==> src/rtl/clock_time_register.sv <==
// rtl/clock_time_register.sv - BCD time-of-day register with 1 Hz advance and manual set mode
module clock_time_register #(
    parameter logic [5:0] RESET_HOURS   = 6'h00,
    parameter logic [6:0] RESET_MINUTES = 7'h00
) (
    input  logic       i_clk,
    input  logic       i_reset_n,
    input  logic       i_en,
    input  logic       i_1hz_stb,
    input  logic       i_timeset_stb,
    input  logic       i_set_hours,
    input  logic       i_set_minutes,
    output logic [5:0] o_hours,
    output logic [6:0] o_minutes,
    output logic [6:0] o_seconds,
    output logic       o_day_stb,
    output logic       o_setting
);

    typedef enum logic {
        RUN = 1'b0,
        SET = 1'b1
    } state_t;

    state_t     state, state_n;
    logic [5:0] hours, hours_n;
    logic [6:0] minutes, minutes_n;
    logic [6:0] seconds, seconds_n;
    logic       day_stb, day_stb_n;

    // Two-digit BCD increment wrapping 59 -> 00.
    function automatic logic [6:0] inc_59(input logic [6:0] v);
        logic [6:0] r;
        if (v[3:0] == 4'd9) begin
            if (v[6:4] == 3'd5) r = 7'h00;
            else                r = {v[6:4] + 3'd1, 4'd0};
        end else begin
            r = {v[6:4], v[3:0] + 4'd1};
        end
        return r;
    endfunction

    // Two-digit BCD increment wrapping 23 -> 00.
    function automatic logic [5:0] inc_23(input logic [5:0] v);
        logic [5:0] r;
        if (v == 6'h23)           r = 6'h00;
        else if (v[3:0] == 4'd9)  r = {v[5:4] + 2'd1, 4'd0};
        else                      r = {v[5:4], v[3:0] + 4'd1};
        return r;
    endfunction

    always_ff @(posedge i_clk or negedge i_reset_n) begin
        if (!i_reset_n) begin
            state   <= RUN;
            hours   <= RESET_HOURS;
            minutes <= RESET_MINUTES;
            seconds <= 7'h00;
            day_stb <= 1'b0;
        end else begin
            state   <= state_n;
            hours   <= hours_n;
            minutes <= minutes_n;
            seconds <= seconds_n;
            day_stb <= day_stb_n;
        end
    end

    always_comb begin
        state_n   = state;
        hours_n   = hours;
        minutes_n = minutes;
        seconds_n = seconds;
        day_stb_n = 1'b0;
        if (i_en) begin
            case (state)
                RUN: begin
                    // Mode entry takes priority, so a strobe on the entry edge is dropped.
                    if (i_set_hours || i_set_minutes) begin
                        state_n   = SET;
                        seconds_n = 7'h00;
                    end else if (i_1hz_stb) begin
                        seconds_n = inc_59(seconds);
                        if (seconds == 7'h59) begin
                            minutes_n = inc_59(minutes);
                            if (minutes == 7'h59) begin
                                hours_n = inc_23(hours);
                                if (hours == 6'h23) day_stb_n = 1'b1;
                            end
                        end
                    end
                end
                SET: begin
                    if (!(i_set_hours || i_set_minutes)) begin
                        state_n = RUN;
                    end else if (i_timeset_stb) begin
                        // Fields advance independently; no carry between them.
                        if (i_set_hours)   hours_n   = inc_23(hours);
                        if (i_set_minutes) minutes_n = inc_59(minutes);
                    end
                end
                default: state_n = RUN;
            endcase
        end
    end

    assign o_hours   = hours;
    assign o_minutes = minutes;
    assign o_seconds = seconds;
    assign o_day_stb = day_stb;
    assign o_setting = (state == SET);

endmodule

==> config.mk <==
export PLATFORM = sky130hd
export DESIGN_NAME = clock_time_register
export DESIGN_NICKNAME = d
export VERILOG_FILES = /design/src/rtl/clock_time_register.sv
export SDC_FILE = /design/constraint.sdc
export NUM_CORES = 1
export LEC_CHECK = 0
export BUFFER_PORTS_ARGS = -buffer_cell sky130_fd_sc_hd__buf_2
export CAP_MARGIN = 20
export CORE_AREA = 4 4 54 56
export DETAILED_ROUTE_END_ITERATION = 8
export DIE_AREA = 0 0 58 60
export PLACE_DENSITY = 0.75
export SLEW_MARGIN = 20
export SYNTH_ARGS = -nofsm -noshare
export SYNTH_HDL_FRONTEND = slang
export SYNTH_SLANG_ARGS = --single-unit
==> constraint.sdc <==
create_clock -name i_clk -period 2.37 [get_ports i_clk]
set_input_delay 0 -clock i_clk [delete_from_list [all_inputs] [get_ports i_clk]]
set_output_delay 0 -clock i_clk [all_outputs]
set_load 0.01 [all_outputs]
* After elaboration in Yosys (flattened, before gate mapping)
Index checks and enable logic that the tools add are counted.
** Storage, ports and cells
- Register bits after elaboration :: 22
- Input bits :: 7
- Output and inout port bits :: 22
- Word-level logic and storage cells :: 67
** Operators by class
- Add/sub/neg operators :: 6
- Equal/unequal tests :: 16
- Mux-type cells :: 31
- Bitwise logic cells :: 1
- Reduce and logical (&&, ||, !) cells :: 7
** Operators with widths (count)
- 7-bit 2-to-1 mux :: 12
- 6-bit 2-to-1 mux :: 9
- 7-bit equality test, second input constant :: 2
- 2-bit != test, second input constant :: 7
- 7-bit case mux with 2 select lines :: 1
- 4-bit by 1-bit adder with 4-bit output, second input constant :: 3
- 4-bit equality test, second input constant :: 3
- 6-bit case mux with 2 select lines :: 1
- 1-bit 2-to-1 mux :: 8
- 8-bit AND reduction :: 1
- 7-bit AND reduction :: 1
- 3-bit by 1-bit adder with 3-bit output, second input constant :: 2
- 3-bit equality test, second input constant :: 2
- 6-bit equality test, second input constant :: 1
- 4-bit AND reduction :: 1
- 2-bit nonzero test :: 2
- 3-bit AND reduction :: 1
- 2-bit by 1-bit adder with 2-bit output, second input constant :: 1
- 2-bit by 1-bit != test with 1-bit output, second input constant :: 1
- 1-bit logical OR :: 1
- 1-bit NOT :: 1

* Logic depth before layout (Yosys ltp)
Gate-level depths: netlist of the first run.
- Depth after elaboration :: 8
- Gate-level depth with buffers :: 7
- Mapped depth without buffers :: 7

* Worst setup path before layout of the first run
OpenSTA, ideal clock, no wires.
- Path type :: flip-flop to flip-flop
- Start :: register seconds[1] (netlist: o_seconds[1])
- End :: register hours[2] (netlist: o_hours[2])
- Library setup time :: 0.125 ns
- Arrival :: 1.746 ns
- Required time :: 2.245 ns
- Path slack :: 0.499 ns
- Stages on the path, launching flop included :: 8
- Path buffers :: 0
- Clock period less this slack :: 1.871 ns
- Cell sequence :: dfrtp_1 > inv_1 > ha_1 > nand3b_1 > a2111o_1 > o21ai_2 > nand2_2 > mux2_4
** On the way
- Word-level cells in the longest chain between the ends :: 3
** RTL lines
- start: declaration :: line 28 : logic [6:0] seconds, seconds_n;
- start signal: assignment :: line 63 : seconds <= seconds_n;
- 7-bit equality test :: line 83 : if (seconds == 7'h59) begin
- 2-bit != test (no line)
- 8-bit AND reduction (no line)
- end signal: assignment :: line 61 : hours <= hours_n;
- end: declaration :: line 26 : logic [5:0] hours, hours_n;
No other way between the ends.
A chain may end at the register's enable or synchronous reset.

* Worst setup path in the final report of the first run
Same ends and word-level chain as after synthesis.

==> flow_metrics.tcl, run 1 <==
set metrics [dict create \
    status "complete, no violations" \
    post-cts-setup-buffers 0 \
    skew_ps 4.57 \
    max_freq_ghz 0.502 \
    finalInstanceArea_um2 1430 \
    routedWlPerCell_um 13.8 \
    postRouteAntennaNets 0 \
    grt_pass1_vias 1002 \
    cp_max_fo 7 \
    antenna_cells 0 \
    tightest_slew_ps 541 \
    fp.dieW_um 58 \
    crit_path_start_kind "register" \
    synth-seq-cells 22 \
    met2_usage_pct 27.9 \
    rr_worst_depth 7 \
    grt-busiest-layer "met2" \
    critPathArrivalTime_ps 2190 \
    remaining_drc_errors 0 \
    hold_depth 4 \
    syn-num-nets 134 \
    grt_pass1_wl_um 4390 \
    nNetsFinal 168 \
    gp_congestion 0.776 \
    peakVddDrop_uv 574 \
    start_util_pct 50.0 \
    yosys.area_share.simple_pct 24.9 \
    postCtsHoldBufs 2 \
    synth_edf_count 0 \
    grt_usage_pct 16.4 \
    timing.final.crit_share_pct 84.0 \
    fill_cells 225 \
    async_flop_share_pct 100 \
    rsz0062_at_grt "false" \
    dieHeight_um 60 \
    clock_sinks 22 \
    finalPower_mw 1.20 \
    vias 1014 \
    hold_violations 0 \
    path_class "register to register" \
    max_slew_margin_pct 63.5 \
    hold_path.class "input port to register" \
    power_density_nw_per_um2 845 \
    yosys-mux-area-fraction_pct 9.26 \
    drt_iter0_markers 27 \
    setup_slack_ps 378 \
    fp.coreArea_um2 2430 \
    portBuffers 28 \
    grt_max_degree 23 \
    dp_slack_ps 393 \
    ys_warn_count 0 \
    drive_above_1_share_pct 26.6 \
    cp-end-kind "register" \
    rows 18 \
    insertion_delay_ps 290 \
    cts_max_level 1 \
    met1_usage_pct 20.5 \
    setup_tns_ps 0 \
    cts_tree "yes" \
    cts_buffers 3 \
    globalRoute.totalOverflow 0 \
    vias_per_cell 5.51 \
    area_delta_synth_final_pct 17.2 \
    setup_violations 0 \
    die_area_um2 3480 \
    clk_path_buf_depth 2 \
    cts_resized 0 \
    slew_violations 0 \
    yosys_most_used_dff "dfrtp_1" \
    clkTransAtPathRegs_ps 120 \
    synthAdderAreaFrac_pct 5.14 \
    synth_top_family_by_area "simple AND/OR/NAND/NOR gates" \
    netlist_instances 122 \
    drt_pass1_iterations 4 \
    syn_area_per_cell_um2 9.97 \
    ios 29 \
    dp_hpwl_um 2010 \
    antenna_found_initial 0 \
    post_synth_num_cell_types 37 \
    root_buffer "clkbuf_4" \
    whs_ps 64.8 \
    synth_xor_area_share_pct 2.16 \
    leakagePower_nw 0.683 \
    maxCapViolCount 0 \
    routed_wl_um 2530 \
    gr-usage-met3_pct 2.38 \
    post_dp_cell_area_um2 1380 \
    fin_crit_ps 1990 \
    syn_area_um2 1220 \
    synth-compound-area-share_pct 10.8 \
    seq_area_frac_synth_pct 45.3 \
    critical_path_required_ps 2560 \
]
-- metal layers --
metal	wire [µm]	vias to the layer above
met5	0	-
li1	-	508
met3	138	4
met1	1140	477
met4	42	0
met2	1210	25
-- cells in the mapped netlist (3+ instances only) --
library cell,n,area share (%)
a21oi_1,3,1.2
mux2i_1,3,2.5
nand2_1,11,3.4
nor2_1,13,4.0
ha_1,5,5.1
nand4_1,3,1.5
inv_1,5,1.5
xnor2_1,3,2.2
o21ai_0,8,3.3
dfrtp_1,22,45
and3_1,3,1.5
nand3_1,5,2.1
mux2_2,5,4.6
nand3b_1,3,1.9
nor2b_1,4,2.1
-- cell usage in the layout (no fill, tap or decap), types with 2 or more instances in the layout --
master,Yosys,final
buf_2,0,28
dfrtp_1,22,22
nor2_1,13,13
nand2_1,11,11
o21ai_0,8,8
inv_1,5,5
nand3_1,5,5
mux2_2,5,5
ha_1,5,5
nor2b_1,4,4
and3_1,3,3
nand4_1,3,3
nand3b_1,3,3
a21oi_1,3,3
xnor2_1,3,3
mux2i_1,3,3
clkbuf_4,0,3
and3b_1,2,2
nor3_1,2,2
and2_1,2,2
a32o_1,2,2
dlygate4sd3_1,0,2
-- worst paths after layout --
check | startpoint | endpoint | slack (ps)
min reg2reg | o_seconds[3]$_DFFE_PN0P_ | o_seconds[3]$_DFFE_PN0P_ | 530
max reg2reg | o_seconds[1]$_DFFE_PN0P_ | o_hours[2]$_DFFE_PN0P_ | 380
min | i_set_minutes | o_day_stb$_DFF_PN0_ | 60
min in group asynchronous | i_reset_n | o_seconds[5]$_DFFE_PN0P_ | 190
max | o_seconds[1]$_DFFE_PN0P_ | o_hours[2]$_DFFE_PN0P_ | 380
max in group asynchronous | i_reset_n | o_seconds[1]$_DFFE_PN0P_ | 1850
-- area by class of cell --
cell class	count	area, µm²	area share, %
well taps	30	37.5	2.63
repair buffers	30	160	11.2
multi-input cells	94	636	44.6
flip-flops and latches	22	551	38.6
inverters	5	18.8	1.32
clock buffers	3	22.5	1.58
-- where the power goes --
part | internal, mW | switching (mW) | total (mW)
clock network | 0.0591 | 0.104 | 0.164
logic | 0.219 | 0.221 | 0.440
registers | 0.471 | 0.130 | 0.600
-- cell families after synthesis --
| group | after synthesis |
|---|---|
| simple gates | 56 |
| flops | 22 |
| compound gates | 20 |
| mux | 10 |
| buf+inv | 6 |
| fa+ha+maj | 5 |
| xor+xnor | 3 |
-- critical path, cell delays in order, from the launching register on --
cell and delay, ps:
dfrtp_1 430, inv_1 70, ha_1 150, nand3b_1 170, a2111o_1 400, o21ai_2 290
nand2_2 100, mux2_4 300
-- sequential cells by signal, indices dropped and copies added, names as in the netlist --
name and count:
o_minutes 7, o_seconds 7, o_hours 6, o_day_stb 1, o_setting 1
-- per-stage QoR --
stage,cells,util [%]
after CTS,184,58.6
final,184,58.6
after detailed placement,179,56.8
after floorplan,122,-
after global placement,179,56.8
after global routing,184,58.6
No activity file was read; power rests on OpenSTA's default activity.
==> run 2, diff against run 1 <==
--- a/config.mk
+++ b/config.mk
@@ -5,12 +5,13 @@
 export SDC_FILE = /design/constraint.sdc
 export NUM_CORES = 1
 export LEC_CHECK = 0
+export ABC_AREA = 1
 export BUFFER_PORTS_ARGS = -buffer_cell sky130_fd_sc_hd__buf_2
 export CAP_MARGIN = 20
-export CORE_AREA = 4 4 54 56
+export CORE_AREA = 4 4 56 58
 export DETAILED_ROUTE_END_ITERATION = 8
-export DIE_AREA = 0 0 58 60
-export PLACE_DENSITY = 0.75
+export DIE_AREA = 0 0 60 62
+export PLACE_DENSITY = 0.77
 export SLEW_MARGIN = 20
 export SYNTH_ARGS = -nofsm -noshare
 export SYNTH_HDL_FRONTEND = slang
==> constraint.sdc (replaced) <==
create_clock -name i_clk -period 2 [get_ports i_clk]
set_input_delay 0 -clock i_clk [delete_from_list [all_inputs] [get_ports i_clk]]
set_output_delay 0 -clock i_clk [all_outputs]
set_load 0.01 [all_outputs]
==> run 2 against run 1 <==
  * Synthesized area is 15% higher
  * Clock skew is 3.1 ps lower
  * Worst hold slack worse by 38 ps
  * Global-route usage is 0.56 points higher
  * Fmax is 14% higher
  * Sequential share of layout area is 4.4 points lower
  * Sequential power is 3% higher
  * Critical path type unchanged
  * Critical endpoint is now o_minutes[0]$_DFFE_PN0P_
  * Highest routed layer unchanged
==> flow_metrics.tcl, run 2 <==
set metrics [dict create \
    synth_area_leaders "dfrtp_1, nand2_1, nand4_1, inv_1, ha_1" \
    rr_worst_depth 10 \
    max_slew_margin_pct 67.6 \
    power_density_nw_per_um2 751 \
    synth_top_cell_area_share_pct 39.4 \
    cts_max_level 1 \
    vias_per_cell 5.10 \
    syn-num-nets 199 \
    dieHeight_um 62 \
    yosysTopAreaCell "dfrtp_1" \
    clock_sinks 22 \
    tightest_slew_ps 486 \
    ios 29 \
    routedWlPerCell_um 11.2 \
    crit_top_cell "nand2_1" \
    grt_usage_pct 16.9 \
    netlist_instances 187 \
    final_common_cell "nand2_1" \
    hold_depth 3 \
    synth_most_common_cell "nand2_1" \
    routed_wl_um 2810 \
    hold_violations 0 \
    nNetsFinal 233 \
    grt_max_degree 23 \
    setup_slack_ps 258 \
    rrSetupSlack_ps 260 \
    drt_iter0_markers 70 \
    start_util_pct 52.4 \
    setup_tns_ps 0 \
    syn_area_um2 1400 \
    insertion_delay_ps 300 \
    maxCapViolCount 0 \
    fp.dieW_um 60 \
    timing.final.crit_share_pct 87.1 \
    setup_violations 0 \
    final_cell_mix "nand2_1, buf_2, dfrtp_1, inv_1, nor2_1" \
    fin_crit_ps 1740 \
    min_to "o_day_stb$_DFF_PN0_" \
    antenna_found_initial 0 \
    seq_area_frac_synth_pct 39.4 \
    ys_warn_count 0 \
    peakVddDrop_uv 553 \
    reg2reg_from "o_seconds[1]$_DFFE_PN0P_" \
    synth-seq-cells 22 \
    critPathArrivalTime_ps 1990 \
    async_flop_share_pct 100 \
    cp_max_fo 11 \
    crit_path_start_kind "register" \
    root_buffer "clkbuf_4" \
    syn_area_per_cell_um2 7.47 \
    max_freq_ghz 0.574 \
    slew_violations 0 \
    cpMaxStageDelayCell "dfrtp_1" \
    dp_hpwl_um 2170 \
    fp.coreArea_um2 2660 \
    portBuffers 28 \
    post_synth_num_cell_types 28 \
    path_class "register to register" \
    remaining_drc_errors 0 \
    dp_slack_ps 267 \
    cts_tree "yes" \
    synth_common_cells "nand2_1, dfrtp_1, inv_1, nor2_1, nand4_1" \
    drive_above_1_share_pct 23.3 \
    yosys_most_used_dff "dfrtp_1" \
    cpPeakStageDelay_ps 430 \
    die_area_um2 3720 \
    leakagePower_nw 0.867 \
    skew_ps 1.51 \
    antenna_cells 0 \
    cts_buffers 3 \
    postRouteAntennaNets 0 \
    clkTransAtPathRegs_ps 120 \
    hold_path.startpoint "i_1hz_stb" \
    cp_cell_sequence "inv_1 > ha_1 > nand2_1 > nor2_2 > nand3_1 > nand2_2 > nand2_1 > nor2_2 > nand2_1 > nand2_1" \
    grt_pass1_vias 1081 \
    area_delta_synth_final_pct 15.1 \
    synth_edf_count 0 \
    status "complete, no violations" \
    critical_path_required_ps 2250 \
    cp-end-kind "register" \
    grt_pass1_wl_um 4690 \
    rsz0062_at_grt "false" \
    fill_cells 270 \
    clk_path_buf_depth 2 \
    hold_path.class "input port to register" \
    vias 1274 \
    r2r-end "o_minutes[0]$_DFFE_PN0P_" \
    gp_congestion 0.764 \
    rows 19 \
    post-cts-setup-buffers 0 \
    globalRoute.totalOverflow 0 \
    drt_pass1_iterations 4 \
]
-- run 2: cell types whose count changed after synthesis, sizes merged, moves of 3 or more --
cell   before  now
nand2      12   69
inv         5   22
nand4       4   13
nand3       5   13
mux2        7    0
nor2       13   19
nor2b       4    0
a21oi       3    6
mux2i       3    0
-- run 2: repair_timing --
item / CTS / global route
resized for setup: 0 / 0
endpoints found under the hold margin: 23 / 0
setup endpoints to repair: 0 / 0
hold buffers: 2 / 0
-- run 2: worst max path at each step --
stage	from	to	slack, ps
final	o_seconds[1]$_DFFE_PN0P_	o_minutes[0]$_DFFE_PN0P_	260
after global routing	o_seconds[1]$_DFFE_PN0P_	o_minutes[0]$_DFFE_PN0P_	60
after CTS	o_seconds[1]$_DFFE_PN0P_	o_minutes[0]$_DFFE_PN0P_	250
after detailed placement	o_seconds[1]$_DFFE_PN0P_	o_minutes[0]$_DFFE_PN0P_	270
after global placement	o_seconds[1]$_DFFE_PN0P_	o_minutes[1]$_DFFE_PN0P_	350
after floorplan	o_seconds[1]$_DFFE_PN0P_	o_minutes[4]$_DFFE_PN0P_	500
-- run 2: kinds of logic (layout without fill, tap and decap cells) --
logic type                 after synthesis  count (layout)  synth area share, %
buffers and inverters                   23              55                 6.90
DFF                                     22              22                 39.4
AOI/OAI and AO/OA                       16              16                 6.90
adders and majority gates                5               5                 4.48
xor gates and xnor gates                 2               2                 1.25
and+or+nand+nor                        119             119                 41.0
-- run 2: layout make-up --
type / count / area (µm²) / share of cell area [%]
repair buffers: 30 / 160 / 9.97
flip-flops and latches: 22 / 551 / 34.3
well taps: 31 / 38.8 / 2.41
clock buffers: 3 / 22.5 / 1.40
multi-input cells: 142 / 749 / 46.7
inverters: 22 / 85.1 / 5.30
-- run 2: routing by layer --
layer	share of wire, %	GRT usage [%]	up-vias
met5	0	0	-
met4	1.6	7.59	0
met3	4.8	2.48	4
met2	46	27.2	31
met1	48	22.8	564
li1	-	-	675
-- run 2: through the flow --
step / area (µm²) / total power, mW / utilization [%] / hold WS (ps) / std cells
floorplan: 1400 / 0.878 / - / -296 / 187
global placement: 1560 / 1.01 / 58.7 / -10.1 / 245
detailed placement: 1560 / 1.02 / 58.7 / -0.119 / 245
CTS: 1610 / 1.23 / 60.3 / 1.76 / 250
global route: 1610 / 1.31 / 60.3 / 22.7 / 250
finish: 1610 / 1.21 / 60.3 / 26.7 / 250
-- run 2: critical path, delay by kind of cell, from the launching register on --
kind                       cells  cell delay, ps
and+or+nand+nor                8            1050
DFF                            1             430
adders and majority gates      1             130
buffers and inverters          1              80
-- run 2: where the power goes --
| part | leakage [nW] | total (mW) | switching (mW) | internal [mW] |
|---|---|---|---|---|
| sequential | 0.296 | 0.617 | 0.105 | 0.513 |
| combinational | 0.557 | 0.390 | 0.231 | 0.159 |
| clock | 0.0138 | 0.200 | 0.129 | 0.0703 |
